`src/rtl/tx_dma_pkg.sv`:
```
// Shared TX DMA definitions: TLP fmt/type codes, TRN remainder codes,
// read-request FSM encoding and the MRRS decode.
package tx_dma_pkg;

   // {fmt[1:0], type[4:0]}
   localparam logic [6:0] MRD32        = 7'b00_00000;
   localparam logic [6:0] MRD64        = 7'b01_00000;
   localparam logic [6:0] CPL_MEM_RD64 = 7'b10_01010;

   localparam logic [7:0] TREM_BOTH  = 8'h00;
   localparam logic [7:0] TREM_UPPER = 8'h0F;

   typedef enum logic [2:0] {
      ST_IDLE = 3'd0,
      ST_WAIT = 3'd1,
      ST_HDR  = 3'd2,
      ST_ADDR = 3'd3,
      ST_ACK  = 3'd4
   } rd_req_state_e;

   // Reserved codes 6 and 7 decode as the largest size.
   function automatic logic [12:0] mrrs_to_bytes(input logic [2:0] code);
      logic [12:0] bytes;
      bytes = (code > 3'd5) ? 13'h1000 : (13'd128 << code);
      return bytes;
   endfunction

endpackage

```
`src/rtl/rd_req_tag_tracker.sv`:
```
// Tag allocator and outstanding-read counter for the TX read requester.
module rd_req_tag_tracker
   import tx_dma_pkg::*;
#(
   parameter int MAX_OUTSTANDING = 8
) (
   input  logic       trn_clk,
   input  logic       reset,
   input  logic       issue,
   input  logic       cpl_done,
   output logic [4:0] tag,
   output logic [5:0] outstanding,
   output logic       can_issue
);

   localparam logic [5:0] MAX_CNT = 6'(MAX_OUTSTANDING);

   logic inc;
   logic dec;

   // A completion with nothing outstanding is dropped rather than underflowing.
   assign inc       = issue;
   assign dec       = cpl_done && (outstanding != 6'd0);
   assign can_issue = (outstanding < MAX_CNT);

   always_ff @(posedge trn_clk) begin
      if (reset) begin
         tag         <= 5'd0;
         outstanding <= 6'd0;
      end else begin
         if (issue)
            tag <= tag + 5'd1;
         if (inc && !dec)
            outstanding <= outstanding + 6'd1;
         else if (!inc && dec)
            outstanding <= outstanding - 6'd1;
      end
   end

endmodule

```
`src/rtl/tx_rd_req_tlp_gen.sv`:
```
// Host-to-card read requester: splits a chunk into Memory Read TLPs on TRN.
// Optional RD_REQ_3DW_EN emits 3DW headers for addresses below 4 GB.
module tx_rd_req_tlp_gen
   import tx_dma_pkg::*;
#(
   parameter int          CHUNK_BYTES     = 512,
   parameter int          MAX_OUTSTANDING = 8,
   parameter logic [15:0] REQ_ID_DEFAULT  = 16'h0100
) (
   input  logic        trn_clk,
   input  logic        reset,
   input  logic        read_chunk,
   input  logic [63:0] huge_page_addr_read_from,
   output logic        read_chunk_ack,
   input  logic        cpl_done,
   input  logic [15:0] cfg_completer_id,
   input  logic [15:0] cfg_dcommand,
   input  logic [5:0]  trn_tbuf_av,
   input  logic        trn_tdst_rdy_n,
   output logic [63:0] trn_td,
   output logic [7:0]  trn_trem_n,
   output logic        trn_tsof_n,
   output logic        trn_teof_n,
   output logic        trn_tsrc_rdy_n,
   output logic        trn_tsrc_dsc_n,
   output logic [5:0]  outstanding,
   output logic [2:0]  state_dbg
);

   rd_req_state_e state;
   logic [63:0]   addr_q;
   logic [12:0]   req_bytes_q;
   logic [5:0]    count_q;
   logic [12:0]   req_bytes_w;
   logic [5:0]    req_cnt_w;
   logic [4:0]    tag;
   logic          can_issue;
   logic          xfer;
   logic          issue;
   logic          use_3dw;
   logic [15:0]   req_id;
   logic [6:0]    hdr_type;
   logic [31:0]   dw0;
   logic [31:0]   dw1;
   logic [63:0]   beat2;
   logic [7:0]    rem2;
   logic          unused_bits;

   assign unused_bits    = ^{cfg_dcommand[15], cfg_dcommand[11:0], trn_tbuf_av[5:2], trn_tbuf_av[0]};
   assign trn_tsrc_dsc_n = 1'b1;
   assign state_dbg      = state;
   assign xfer           = !trn_tsrc_rdy_n && !trn_tdst_rdy_n;
   assign issue          = (state == ST_ADDR) && xfer;

   rd_req_tag_tracker #(
      .MAX_OUTSTANDING(MAX_OUTSTANDING)
   ) u_tracker (
      .trn_clk     (trn_clk),
      .reset       (reset),
      .issue       (issue),
      .cpl_done    (cpl_done),
      .tag         (tag),
      .outstanding (outstanding),
      .can_issue   (can_issue)
   );

   // Both sizes are powers of two, so the request count is a single shift.
   always_comb begin
      req_bytes_w = mrrs_to_bytes(cfg_dcommand[14:12]);
      if (req_bytes_w > 13'(CHUNK_BYTES))
         req_bytes_w = 13'(CHUNK_BYTES);
      req_cnt_w = 6'd1;
      for (int i = 7; i <= 12; i++)
         if (req_bytes_w[i])
            req_cnt_w = 6'(CHUNK_BYTES >> i);
   end

`ifdef RD_REQ_3DW_EN
   assign use_3dw = (addr_q[63:32] == 32'h0);
`else
   assign use_3dw = 1'b0;
`endif

   assign req_id   = (cfg_completer_id != 16'h0) ? cfg_completer_id : REQ_ID_DEFAULT;
   assign hdr_type = use_3dw ? MRD32 : MRD64;
   // A 4096-byte request has length 1024 DW, which truncates to 10'd0.
   assign dw0      = {1'b0, hdr_type, 8'h00, 6'b0, req_bytes_q[11:2]};
   assign dw1      = {req_id, 3'b0, tag, 4'hF, 4'hF};
   assign beat2    = use_3dw ? {addr_q[31:2], 2'b00, 32'h0} : {addr_q[63:32], addr_q[31:2], 2'b00};
   assign rem2     = use_3dw ? TREM_UPPER : TREM_BOTH;

   always_ff @(posedge trn_clk) begin
      if (reset) begin
         state          <= ST_IDLE;
         trn_tsrc_rdy_n <= 1'b1;
         trn_tsof_n     <= 1'b1;
         trn_teof_n     <= 1'b1;
         trn_td         <= 64'h0;
         trn_trem_n     <= TREM_BOTH;
         read_chunk_ack <= 1'b0;
         addr_q         <= 64'h0;
         req_bytes_q    <= 13'h0;
         count_q        <= 6'h0;
      end else begin
         read_chunk_ack <= 1'b0;
         case (state)
            ST_IDLE: begin
               if (read_chunk && !read_chunk_ack) begin
                  addr_q      <= huge_page_addr_read_from;
                  req_bytes_q <= req_bytes_w;
                  count_q     <= req_cnt_w;
                  state       <= ST_WAIT;
               end
            end
            ST_WAIT: begin
               if (can_issue && trn_tbuf_av[1]) begin
                  trn_td         <= {dw0, dw1};
                  trn_trem_n     <= TREM_BOTH;
                  trn_tsof_n     <= 1'b0;
                  trn_teof_n     <= 1'b1;
                  trn_tsrc_rdy_n <= 1'b0;
                  state          <= ST_HDR;
               end
            end
            ST_HDR: begin
               if (xfer) begin
                  trn_td     <= beat2;
                  trn_trem_n <= rem2;
                  trn_tsof_n <= 1'b1;
                  trn_teof_n <= 1'b0;
                  state      <= ST_ADDR;
               end
            end
            ST_ADDR: begin
               if (xfer) begin
                  trn_tsrc_rdy_n <= 1'b1;
                  trn_teof_n     <= 1'b1;
                  addr_q         <= addr_q + 64'(req_bytes_q);
                  count_q        <= count_q - 6'd1;
                  if (count_q == 6'd1) begin
                     read_chunk_ack <= 1'b1;
                     state          <= ST_ACK;
                  end else begin
                     state <= ST_WAIT;
                  end
               end
            end
            ST_ACK:  state <= ST_IDLE;
            default: state <= ST_IDLE;
         endcase
      end
   end

endmodule

```
`config.mk`:
```
export PLATFORM = sky130hd
export DESIGN_NAME = tx_rd_req_tlp_gen
export DESIGN_NICKNAME = d
export VERILOG_FILES = /design/src/rtl/tx_dma_pkg.sv /design/src/rtl/rd_req_tag_tracker.sv /design/src/rtl/tx_rd_req_tlp_gen.sv
export SDC_FILE = /design/constraint.sdc
export NUM_CORES = 1
export LEC_CHECK = 0
export ABC_AREA = 1
export CORE_MARGIN = 2
export CORE_UTILIZATION = 55
export CTS_CLUSTER_DIAMETER = 100
export DETAILED_ROUTE_END_ITERATION = 16
export PLACE_DENSITY = 0.85
export SLEW_MARGIN = 20
export SYNTH_ARGS = -nofsm -noshare
export SYNTH_HDL_FRONTEND = slang
export SYNTH_SLANG_ARGS = --single-unit
```
`constraint.sdc`:
```
create_clock -name trn_clk -period 5.3 [get_ports trn_clk]
set_input_delay 1.06 -clock trn_clk [delete_from_list [all_inputs] [get_ports trn_clk]]
set_output_delay 1.06 -clock trn_clk [all_outputs]
set_load 0.05 [all_outputs]
```
==> results of run 1 <==
## area by class of cell
type,count,area (µm²)
tap,216,270
fill,1398,4850
inverter,115,435
clock inverter,7,81.3
multi-input combinational,1026,4830
sequential,155,3100
clock buffer,23,488
timing repair buffer,167,1660
## registers in the layout (all words and copies together) (netlist names)
signal                 flops
trn_td                    63
addr_q                    62
count_q                    6
req_bytes_q                6
u_tracker.outstanding      6
u_tracker.tag              5
state_dbg                  3
read_chunk_ack             1
trn_teof_n                 1
trn_tsof_n                 1
trn_tsrc_rdy_n             1
## cells in the mapped netlist (2+ instances only)
| master | n | share of area [%] |
|---|---|---|
| o21ai_0 | 79 | 4.5 |
| a21oi_1 | 146 | 8.4 |
| fa_1 | 2 | 0.46 |
| clkbuf_1 | 34 | 1.5 |
| nand4_1 | 16 | 1.1 |
| nand3b_1 | 7 | 0.60 |
| nor4_1 | 4 | 0.29 |
| ha_1 | 14 | 2.0 |
| buf_6 | 4 | 0.52 |
| a31oi_1 | 26 | 1.9 |
| a22oi_1 | 2 | 0.17 |
| nand3_1 | 66 | 3.8 |
| o221a_2 | 6 | 0.77 |
| and2_1 | 2 | 0.14 |
| buf_2 | 5 | 0.29 |
| buf_4 | 24 | 2.1 |
| xor2_1 | 17 | 1.7 |
| and3_1 | 2 | 0.14 |
| nand2_2 | 2 | 0.14 |
| nor3_1 | 19 | 1.1 |
| dfxtp_1 | 155 | 36 |
| nand2_1 | 431 | 19 |
| inv_1 | 108 | 4.6 |
| nor2_4 | 2 | 0.26 |
| o21ai_1 | 2 | 0.11 |
| o211ai_1 | 2 | 0.17 |
| inv_2 | 6 | 0.26 |
| xnor2_1 | 9 | 0.90 |
| conb_1 | 2 | 0.086 |
| nor2_1 | 147 | 6.3 |
| a211oi_1 | 3 | 0.26 |
## worst paths after layout
check / start / to / slack [ps]
max: trn_tdst_rdy_n / u_tracker.outstanding[5]$_SDFFE_PP0P_ / 1800
min reg2reg: req_bytes_q[12]$_SDFFE_PP0P_ / req_bytes_q[12]$_SDFFE_PP0P_ / 440
max reg2reg: state_dbg[0]$_SDFFE_PP0P_ / u_tracker.outstanding[5]$_SDFFE_PP0P_ / 2350
min: req_bytes_q[12]$_SDFFE_PP0P_ / req_bytes_q[12]$_SDFFE_PP0P_ / 440
## cell usage in the layout (no fill, tap or decap), drive strengths merged, types with 14 or more instances in the layout
master / count
a21oi: 147
a31oi: 26
clkbuf: 23
clkdlybuf4s50: 162
dfxtp: 155
ha: 14
inv: 116
nand2: 433
nand3: 66
nand4: 16
nor2: 149
nor3: 21
o21ai: 81
xor2: 17
## critical path: cells and delay by family
kind | cells | cell delay [ps]
AO/OA/AOI/OAI | 2 | 320
adder cells (fa/ha/maj) | 2 | 580
buffers and inverters | 3 | 880
AND/OR/NAND/NOR | 11 | 1020
## layer usage
metal | GRT usage, % | wire, µm | up-vias
li1 | - | - | 4655
met1 | 44.7 | 11900 | 4389
met2 | 54.9 | 13000 | 415
met3 | 4.92 | 2000 | 56
met4 | 10.9 | 645 | 0
met5 | 0 | 0 | -
## stage by stage
stage | util, % | power, W | area (µm²)
finish | 69.1 | 0.00486 | 10900
global route | 69.1 | 0.00514 | 10900
CTS | 69.1 | 0.00484 | 10900
detailed placement | 65.5 | 0.00365 | 10300
global placement | 65.5 | 0.00360 | 10300
floorplan | - | 0.00312 | 8750
## cells by family (layout without fill, tap and decap cells)
group                    after synthesis  after routing  share of synthesized area (%)
AND/OR/NAND/NOR                      703            703                           33.0
flip-flops                           155            155                           35.6
XOR/XNOR                              26             26                           2.61
buffers and inverters                184            312                           9.40
adder cells (fa/ha/maj)               16             16                           2.47
AO/OA/AOI/OAI                        272            272                           16.9
other                                  2              9                         0.0861
## power groups by stage
stage / combinational [W] / clock (W) / sequential, W
final: 0.00198 / 0.00119 / 0.00169
after detailed placement: 0.00195 / 0 / 0.00170
after CTS: 0.00196 / 0.00120 / 0.00168
after floorplan: 0.00111 / 0 / 0.00201
after global placement: 0.00191 / 0 / 0.00169
after global routing: 0.00217 / 0.00125 / 0.00172
==> reports/qor.txt, run 1 <==
period utilization - 66.0%
CP Capture Type - flop
DR vias - 9515
ys async rst share - 0%
PortBufs - 163
post-CTS repair timing setup buffer count - 0
final WL - 27600 µm
final hold vios - 0
Flop pwr share - 34.8%
Die Area - 0.0169 mm²
Post-Place Setup Slack - 1420 ps
VDD IR max - 0.268 mV
CP peak stage delay - 480 ps
P_int - 0.00274 W
Worst Hold Margin - 443 ps
R2R cell count - 18
GPL Wtd Cong - 0.960
Final Slew Violations - 0
combinational share of power - 40.7%
total clock sinks - 155
Clock Pin Slew Worst Setup and Hold Paths - 60 ps
Area Growth Syn to Fin - 24.5%
worst hold path type - flop to flop
vias in the first global route - 8705
Post-DP HPWL - 20100 µm
Leak - 4.13 nW
FP Rows - 46
total negative slack - 0 ps
Max-Slew Margin vs Limit - 33.4%
clk root buf - clkbuf_16
worst setup margin - 1800 ps
crit path cell chain - clkdlybuf4s50_1, nor2_1, nand2_1, inv_1, ha_1, inv_1, ha_1, a21oi_1, nand2_1, nand2_1, nand2_1, a21oi_1, nor2_1, nor2_1, nand2_1, nand2_1, nand2_1, nor2_1
Post-Syn Instances - 1358
Slowest-stage cell, CP - clkdlybuf4s50_1
Startpoint Class - input pin
Most used DFF post-synth - dfxtp_1
H-tree Lvls - 4
Seq/Total Area, Yosys - 35.6%
pwr/cell area - 447 mW/mm²
unrepaired setup endpoints after global routing - false
1st-pass router iterations - 6
crit path kind - input pin to flop
WL/cell - 16.1 µm
CTS Hold Bufs - 0
# IOs - 193
FF+latch count, synth - 155
final layout net count - 1605
Max Buffers Root-to-Sink - 2
CP required - 5670 ps
fmax - 286 MHz
# diodes - 0
Mapped Area - 0.00873 mm²
gr ovfl total - 0
Yosys warnings - 0
clock power share - 24.5%
antenna-violating nets left - 0
Core ar. - 0.0157 mm²
worst skew pair latency - 430 ps
number of synthesized flops with an enable pin - 0
Min Clock Period, post-route - 3500 ps
Initial Util - 55.5%
Layout Cells excl Fill - 1709
All-Layer GR Usage - 33.2%
max_cap viols - 0
Switching Share - 43.6%
Critical Path AT - 3870 ps
Sw Pwr - 0.00212 W
Die Span Y - 130 µm
most used cell, CP - nand2_1
DRT iter0 DRCs - 852
Inserted Clock Buffers - 17
share of layout cells above drive strength 1 - 3.75%
PostCTS Resize Cnt - 0
CTS tree - done
DP Cell Count - 1679
drt via density - 5.57
Worst Hold Path Cells - 2
Setup Viol. Count Final - 0
syn_area_per_cell - 6.43 µm²
outcome - complete, no violations
drc violations - 0
Setup Skew - 10.2 ps
worst-path fanout max - 11
Worst Tran Pin Value - 997 ps
Distinct cells, synth - 45
first-pass GRT wire length - 44200 µm
initial antenna violation count - 0
largest net degree at the start of global routing - 73
die width - 130 µm
(Power assumes the default switching activity.)
==> run 2: changes to the inputs <==
- CORE_UTILIZATION: 55 -> 51
- PLACE_DENSITY: 0.85 -> 0.8
- clock period: 5.3 -> 3.6 ns (I/O delays scaled with it)
==> reports/qor.txt, run 2 (same netlist as run 1, synthesis figures left out) <==
outcome - complete, no violations
DP Cell Count - 1687 (+0.48%)
max_cap viols - 0 (unchanged)
Area Growth Syn to Fin - 25.1%
initial antenna violation count - 0 (unchanged)
commonest non-fill, non-tap cell in the layout - nand2_1
pwr/cell area - 659 mW/mm² (+48%)
Worst Hold Path Cells - 2 (unchanged)
Die Span Y - 135 µm (+3.7%)
largest net degree at the start of global routing - 87 (+19%)
final layout net count - 1609 (+0.25%)
Slowest-stage cell, CP - fa_1
crit path cell chain - ha_1, inv_1, fa_1, inv_1, nand3_1, nand3_1, nand2_1, nand2_1, nand2_1, inv_1, nand2_1, xnor2_1, nand2_1, a21oi_1
CP Capture Type - flop
period utilization - 78.1%
Setup Skew - 8.30 ps (-1.87 ps)
Multi-input gate area - 0.00483 mm² (unchanged)
fmax - 356 MHz
vias in the first global route - 8705 (unchanged)
first-pass GRT wire length - 44100 µm (-0.23%)
Final Slew Violations - 0 (unchanged)
most used cell, CP - nand2_1
worst reg2reg endpoint - addr_q[33]$_SDFFE_PP0P_
Max Buffers Root-to-Sink - 2 (unchanged)
CTS Hold Bufs - 0 (unchanged)
CP required - 3960 ps (-1710 ps)
worst-path fanout max - 5 (-6)
Startpoint Class - flop
hold path endpoint - req_bytes_q[10]$_SDFFE_PP0P_
total negative slack - 0 ps (unchanged)
gr ovfl total - 0 (unchanged)
max reg flops - 63 (unchanged)
Post-DP HPWL - 20000 µm (-0.33%)
clk root buf - clkbuf_16
DRT iter0 DRCs - 833 (-2.2%)
Leak - 4.16 nW (+0.69%)
Max-Slew Margin vs Limit - 36.9% (+3.5 points)
crit path kind - flop to flop
largest reg by FF count - trn_td
worst skew pair latency - 430 ps (about the same)
CP peak stage delay - 390 ps (-90 ps)
H-tree Lvls - 4 (unchanged)
Die Area - 0.0182 mm² (+7.6%)
Inserted Clock Buffers - 17 (unchanged)
1st-pass router iterations - 5 (-1)
post-CTS repair timing setup buffer count - 0 (unchanged)
die width - 135 µm (+3.7%)
antenna-violating nets left - 0 (unchanged)
worst reg2reg startpoint - req_bytes_q[7]$_SDFFE_PP0P_
Worst Tran Pin Value - 946 ps (-51.0 ps)
most frequent cells in the layout - 431 x nand2_1, 162 x clkdlybuf4s50_1, 155 x dfxtp_1, 147 x nor2_1, 146 x a21oi_1
final hold vios - 0 (unchanged)
WL/cell - 15.9 µm (-1.2%)
All-Layer GR Usage - 30.6% (-2.6 points)
# IOs - 193 (unchanged)
hold_sp - req_bytes_q[10]$_SDFFE_PP0P_
total area of sequential cells - 0.00310 mm² (unchanged)
Critical Path AT - 3170 ps (-700 ps)
CTS tree - done
Min Clock Period, post-route - 2810 ps
Worst Hold Margin - 454 ps (+10.7 ps)
FP Rows - 47 (+2.2%)
R2R cell count - 14 (-4)
Setup Viol. Count Final - 0 (unchanged)
Clock Pin Slew Worst Setup and Hold Paths - 60 ps (about the same)
Largest regs - trn_td (63), addr_q (62)
drc violations - 0 (unchanged)
unrepaired setup endpoints after global routing - false
drt via density - 5.45 (-2.0%)
# diodes - 0 (unchanged)
DR vias - 9377 (-1.5%)
register-to-register setup slack - 790 ps (-1560 ps)
Initial Util - 52.4% (-3.1 points)
worst hold path type - flop to flop
fillcell total - 1596 (+14%)
PostCTS Resize Cnt - 0 (unchanged)
VDD IR max - 0.535 mV (+100%)
PortBufs - 163 (unchanged)
share of layout cells above drive strength 1 - 4.27% (+0.52 points)
GPL Wtd Cong - 0.988 (+2.9%)
final WL - 27400 µm (-0.61%)
Layout Cells excl Fill - 1719 (+0.59%)
total clock sinks - 155 (unchanged)
Core ar. - 0.0166 mm² (+5.9%)
-- run 2: area by class of cell --
| type | instances | share of cell area, % |
|---|---|---|
| multi-input cells | 1026 | 44.2 |
| flip-flops and latches | 155 | 28.4 |
| repair buffers | 171 | 15.4 |
| clock buffers | 18 | 4.02 |
| inverters | 115 | 3.99 |
| well taps | 220 | 2.52 |
| clock inverters | 14 | 1.40 |
-- run 2: where the power goes --
group	leakage, nW	switching [W]	internal (W)
combinational	2.60	0.00195	0.000942
sequential	1.27	0.000413	0.00207
clock	0.288	0.000824	0.000999
-- run 2: per-layer routing --
| metal | track usage, % | wire (µm) | vias to the layer above |
|---|---|---|---|
| met5 | 0 | 0 | - |
| met4 | 12.7 | 792 | 0 |
| met3 | 4.58 | 1750 | 54 |
| met2 | 49.0 | 12600 | 356 |
| met1 | 41.2 | 12300 | 4297 |
| li1 | - | - | 4670 |
-- run 2: worst max path at each step --
stage / end / startpoint / slack (ps)
global placement: u_tracker.outstanding[5]$_SDFFE_PP0P_ / trn_tdst_rdy_n / 470
floorplan: u_tracker.outstanding[5]$_SDFFE_PP0P_ / state_dbg[0]$_SDFFE_PP0P_ / 540
finish: addr_q[33]$_SDFFE_PP0P_ / req_bytes_q[7]$_SDFFE_PP0P_ / 790
global route: addr_q[33]$_SDFFE_PP0P_ / addr_q[7]$_SDFFE_PP0P_ / 600
CTS: addr_q[33]$_SDFFE_PP0P_ / addr_q[7]$_SDFFE_PP0P_ / 840
detailed placement: u_tracker.outstanding[5]$_SDFFE_PP0P_ / trn_tdst_rdy_n / 430
-- run 2: metrics by stage --
stage | setup slack (ps) | utilization, % | instance area [µm²] | power [W]
2_1_floorplan | 540 | - | 8750 | 0.00460
3_3_place_gp | 473 | 62.1 | 10300 | 0.00535
3_5_place_dp | 429 | 62.1 | 10300 | 0.00539
4_1_cts | 839 | 65.6 | 10900 | 0.00720
5_1_grt | 599 | 65.6 | 10900 | 0.00763
6_report | 790 | 65.6 | 10900 | 0.00720
-- run 2: worst max-delay path, delay by kind of cell, from the launching register on --
kind | cells | cell delay (ps)
buf+inv | 3 | 390
simple gates | 7 | 1010
xor+xnor | 1 | 180
flops | 1 | 370
fa+ha+maj | 2 | 640
compound gates | 1 | 140
==> edit 1, RTL diff (settings of run 2) <==
The option `RD_REQ_3DW_EN` is turned on by a define.
--- a/src/rtl/tx_rd_req_tlp_gen.sv
+++ b/src/rtl/tx_rd_req_tlp_gen.sv
@@ -1,5 +1,7 @@
 // Host-to-card read requester: splits a chunk into Memory Read TLPs on TRN.
 // Optional RD_REQ_3DW_EN emits 3DW headers for addresses below 4 GB.
+`define RD_REQ_3DW_EN
+
 module tx_rd_req_tlp_gen
    import tx_dma_pkg::*;
 #(
Formal check against the unedited RTL: not equivalent (Yosys sat finds a counterexample within 4 cycles, from zero or initial values and one cycle with reset high).
==> edit 1 against run 2 <==
  * Wire length is 26% higher
  * First-iteration DRC count is 25% higher
  * Die area is 7.1% higher
  * Area after synthesis is 7.3% higher
  * Sequential power is 4% lower
  * Setup slack worse by 0.058 ns
  * Sequential cell count is 1 higher
  * Hold slack better by 0.013 ns
  * Final area is 6.8% higher
  * Total power is 9.8% lower
  * Final cell count is 7.7% higher
  * Combinational power is 21% lower
  * Critical path type is now input port to flip-flop
  * Critical endpoint is now u_tracker.outstanding[5]
  * Largest power group is now sequential cells
==> edit 1: results (changes against run 2) <==
- Number of global-route vias before repair: 9395 (+7.9%)
- # fillers: 1655 (+3.7%)
- Antenna diode count: 0 (unchanged)
- Layout Cells excl Fill: 1851 (+7.7%)
- Pleak: 4.519 nW (+8.7%)
- WHS: 0.4670 ns (+0.01283 ns)
- Nets: 1732 (+7.6%)
- Area contributors post-synth: dfxtp_1, nand2_1, a21oi_1
- Area post-placement: 11090 sq um (+7.3%)
- Crit path arrival time: 3.23 ns (+0.06 ns)
- DR vias/cell: 5.613 (+2.9%)
- Reg2reg start: addr_q[7]
- Part of the Yosys area used for sequential elements: 33.34% (-2.2 points)
- Max-slew headroom: 38.39% (+1.4 points)
- RePlAce Congestion: 1.006 (+1.8%)
- Critical path fanouts, max: 7 (+2)
- Clk Latency, worst-skew pair: 0.45 ns (+0.02 ns)
- TritonRoute pass-1 iters: 6 (+1)
- Worst VDD drop: 475.1 uV (-11%)
- Hold Startpoint: trn_tsof_n
- # port buffers: 167 (+2.5%)
- Top cells by count, synth: nand2_1, nor2_1, dfxtp_1, a21oi_1, inv_1
- Total Wirelength: 34.45 mm (+26%)
- Largest net degree at the start of global routing: 83 (-4.6%)
- Syn Area/Cell: 6.337 sq um (-1.4%)
- Register-to-Register Path Depth: 13 (-1)
- Pre-CTS setup slack: 0.2940 ns (-0.1348 ns)
- Layout cells sized above 1: 6.597% (+2.3 points)
- DRC violation total after the first TritonRoute iteration: 1039 (+25%)
- Family with the most delay on the worst path: buffers and inverters
- Global-route wire length before repair: 52.70 mm (+20%)
- Outcome: finished, final reports clean
- Placed cells: 1819 (+7.8%)
[edit 1: cells by family after synthesis]
family                     count (synthesis)  share of synthesized area, %
and+or+nand+nor                          762                         34.66
AOI/OAI and AO/OA                        300                         17.70
buffers and inverters                    223                         10.14
DFF                                      156                         33.34
xor gates and xnor gates                  19                         1.777
adders and majority gates                 16                         2.298
other                                      2                       0.08018
[edit 1: worst max-delay path by stage]
stage	startpoint	to	slack [ns]	depth (start not counted)
global placement	trn_tdst_rdy_n	u_tracker.outstanding[5]	0.36	14
global route	trn_tdst_rdy_n	u_tracker.outstanding[5]	0.57	14
floorplan	state_dbg[1]	u_tracker.outstanding[5]	0.93	14
finish	trn_tdst_rdy_n	u_tracker.outstanding[5]	0.73	14
detailed placement	trn_tdst_rdy_n	u_tracker.outstanding[5]	0.29	14
CTS	trn_tdst_rdy_n	u_tracker.outstanding[5]	0.74	14
[edit 1: routing by layer]
layer / up-vias / wire length (microns) / global-route usage, %
met4: 0 / 996 / 11.59
met3: 61 / 3464 / 8.224
li1: 5072 / - / -
met5: - / 0 / 0
met2: 510 / 15670 / 56.04
met1: 4746 / 14320 / 45.79
[edit 1: tightest hold or removal path, stage by stage (launching register included)]
cell and delay [ns]:
dfxtp_1 0.33, nand2_1 0.06, nand3_1 0.05
[edit 1: layout make-up]
class	count	area (sq um)	area share, %
Sequential cell	156	3123	26.77
Inverter	155	584.3	5.008
Timing Repair Buffer	177	1779	15.25
Tap cell	229	286.5	2.456
Multi-Input combinational cell	1102	5313	45.53
Clock inverter	14	152.6	1.308
Clock buffer	18	429.2	3.678
[edit 1: report_power, final]
part | internal, mW | switching, mW | total [mW]
logic | 0.745 | 1.54 | 2.29
clock network | 0.981 | 0.854 | 1.83
registers | 2.00 | 0.375 | 2.38
==> edit 2, RTL diff (flow settings as in run 2) <==
Made on the original files. Register the inputs `cfg_completer_id` and `cfg_dcommand` before use, cleared by the reset. The logic sees them one clock later. The other inputs are not delayed to match.
--- a/src/rtl/tx_rd_req_tlp_gen.sv
+++ b/src/rtl/tx_rd_req_tlp_gen.sv
@@ -27,6 +27,19 @@
    output logic [2:0]  state_dbg
 );
 
+   logic [15:0] cfg_completer_id_q;
+   logic [15:0] cfg_dcommand_q;
+
+   always_ff @(posedge trn_clk) begin
+      if (reset) begin
+         cfg_completer_id_q <= '0;
+         cfg_dcommand_q     <= '0;
+      end else begin
+         cfg_completer_id_q <= cfg_completer_id;
+         cfg_dcommand_q     <= cfg_dcommand;
+      end
+   end
+
    rd_req_state_e state;
    logic [63:0]   addr_q;
    logic [12:0]   req_bytes_q;
@@ -46,7 +59,7 @@
    logic [7:0]    rem2;
    logic          unused_bits;
 
-   assign unused_bits    = ^{cfg_dcommand[15], cfg_dcommand[11:0], trn_tbuf_av[5:2], trn_tbuf_av[0]};
+   assign unused_bits    = ^{cfg_dcommand_q[15], cfg_dcommand_q[11:0], trn_tbuf_av[5:2], trn_tbuf_av[0]};
    assign trn_tsrc_dsc_n = 1'b1;
    assign state_dbg      = state;
    assign xfer           = !trn_tsrc_rdy_n && !trn_tdst_rdy_n;
@@ -66,7 +79,7 @@
 
    // Both sizes are powers of two, so the request count is a single shift.
    always_comb begin
-      req_bytes_w = mrrs_to_bytes(cfg_dcommand[14:12]);
+      req_bytes_w = mrrs_to_bytes(cfg_dcommand_q[14:12]);
       if (req_bytes_w > 13'(CHUNK_BYTES))
          req_bytes_w = 13'(CHUNK_BYTES);
       req_cnt_w = 6'd1;
@@ -81,7 +94,7 @@
    assign use_3dw = 1'b0;
 `endif
 
-   assign req_id   = (cfg_completer_id != 16'h0) ? cfg_completer_id : REQ_ID_DEFAULT;
+   assign req_id   = (cfg_completer_id_q != 16'h0) ? cfg_completer_id_q : REQ_ID_DEFAULT;
    assign hdr_type = use_3dw ? MRD32 : MRD64;
    // A 4096-byte request has length 1024 DW, which truncates to 10'd0.
    assign dw0      = {1'b0, hdr_type, 8'h00, 6'b0, req_bytes_q[11:2]};
Check against the original RTL: not equivalent (Yosys sat finds a counterexample within 4 cycles, from zero or initial values and one cycle with reset high).
==> edit 2 against run 2 <==
  * Wire length up 6.1%
  * Setup slack lost 0.0091 ns
  * Largest power group unchanged
  * Final area up 6.2%
  * Sequential cell count grew 19
  * Area after synthesis increased by 6.4%
  * Total power rose by 5.0%
  * First-iteration DRC count is 4.8% lower
  * Clock skew up 0.0013 ns
==> edit 2: results (changes against run 2) <==
- Area fraction in compound gates after synthesis: 14.09% (-2.8 points)
- Worst Setup SP: addr_q[7]
- Most flop-heavy register: trn_td
- R2r setup slk: 0.78 ns
- Root Buffer: clkbuf_16
- Crit share post-route: 78.31% (+0.25 points)
- Dpl hpwl: 21.28 mm (+6.2%)
- Top-count cell post-synth: nand2_1
- Critical Path Sink: addr_q[23]
- Synth Warn #: 0 (unchanged)
- Pre-CTS setup slack: 0.4348 ns (+0.006030 ns)
- Max-slew headroom: 32.35% (-4.6 points)
- DRC violation total after the first TritonRoute iteration: 793 (-4.8%)
- Worst VDD drop: 572.0 uV (+6.9%)
- # port buffers: 163 (unchanged)
- Register-to-Register Path Depth: 15 (+1)
- Initial antenna violation count: 0 (unchanged)
- Syn Area/Cell: 6.388 sq um (-0.60%)
- Area post-placement: 11010 sq um (+6.6%)
- XOR/XNOR Fraction of Synth Area: 1.227% (-1.4 points)
- DR vias/cell: 5.397 (-1.1%)
- Top flop regs: trn_td: 63 flops, addr_q: 62 flops, cfg_completer_id_q: 16 flops
- Total setup buffers inserted after CTS: 0 (unchanged)
- TritonRoute pass-1 iters: 6 (+1)
- Largest net degree at the start of global routing: 89 (+2.3%)
- Part of the Yosys area used for sequential elements: 37.53% (+2.0 points)
- CP max stage cell: fa_1
- Placed cells: 1798 (+6.6%)
- Slowest stage delay, CP: 0.44 ns (+0.05 ns)
- Mux contribution to synthesized area: 0% (unchanged)
- Max H-tree Level: 4 (unchanged)
- Total Wirelength: 29.05 mm (+6.1%)
- RePlAce Congestion: 0.9868 (-0.12%)
- Number of global-route vias before repair: 9163 (+5.3%)
- Outcome: finished, final reports clean
- Clk Latency, worst-skew pair: 0.44 ns
- Pleak: 4.452 nW (+7.1%)
- Clock skew: 0.009593 ns (+0.001296 ns)
- Num CTS Buffers: 17 (unchanged)
- Family with the most delay on the worst path: simple AND/OR/NAND/NOR gates
- Cts repair resizes: 0 (unchanged)
- Top cells by count, synth: nand2_1, nor2_1, dfxtp_1, inv_1, a21oi_1
- Antenna diode count: 0 (unchanged)
- Crit path arrival time: 3.16 ns (about the same)
- Gr usage total: 29.64% (-0.93 points)
- Nets: 1711 (+6.3%)
- Switching part of the total: 43.62% (-0.64 points)
- Routed wire per std cell: 15.87 microns (-0.35%)
- Critical path fanouts, max: 5 (unchanged)
- Distinct cell type count of the synthesized netlist: 40 (-11%)
- Global-route wire length before repair: 46.39 mm (+5.3%)
- Adder-cell share of the synthesized area: 2.319% (-0.15 points)
- Layout cells sized above 1: 5.059% (+0.79 points)
- Post-synth top flop: dfxtp_1
- Area contributors post-synth: dfxtp_1, nand2_1, nor2_1
- CTS clk-pin slew, worst paths: 0.08 ns (+0.02 ns)
- Worst Hold Class: flip-flop to flip-flop
## edit 2: how the worst min path moves through the flow
| stage | start | endpoint | slack [ns] | cells past startpoint |
|---|---|---|---|---|
| 6_report | req_bytes_q[12] | req_bytes_q[12] | 0.44 | 2 |
| 5_1_grt | trn_td[51] | trn_td[51] | 0.48 | 2 |
| 4_1_cts | req_bytes_q[12] | req_bytes_q[12] | 0.44 | 2 |
| 3_5_place_dp | req_bytes_q[12] | req_bytes_q[12] | 0.43 | 2 |
| 3_3_place_gp | req_bytes_q[12] | req_bytes_q[12] | 0.42 | 2 |
| 2_1_floorplan | req_bytes_q[12] | req_bytes_q[12] | 0.41 | 2 |
## edit 2: routing by layer
layer | wire [microns] | track usage [%] | vias up
met2 | 13880 | 49.96 | 403
li1 | - | - | 4920
met3 | 1904 | 5.214 | 75
met4 | 1000 | 12.33 | 0
met5 | 0 | 0 | -
met1 | 12260 | 37.60 | 4479
## edit 2: power by group through the flow
stage          Sequential (mW)  Clock [mW]  Combinational (mW)
2_1_floorplan             3.11           0                1.65
3_3_place_gp              2.69           0                2.93
3_5_place_dp              2.70           0                2.98
4_1_cts                   2.66        1.90                3.00
5_1_grt                   2.72        1.98                3.28
6_report                  2.68        1.88                3.01
## edit 2: layout make-up
cell class | instances | area, sq um
well taps | 229 | 286.5
clock buffers | 17 | 425.4
repair buffers | 180 | 1757
clock inverters | 15 | 171.4
flip-flops and latches | 174 | 3483
multi-input cells | 1084 | 4987
fillers | 1678 | 6300
inverters | 131 | 491.7
## edit 2: worst register-to-register path: cells and delay by family (launching register included)
kind            cells  cell delay (ns)
simple gates        8             1.11
flops               1             0.37
compound gates      1             0.11
xor+xnor            1             0.19
buf+inv             3             0.26
fa+ha+maj           2             0.68
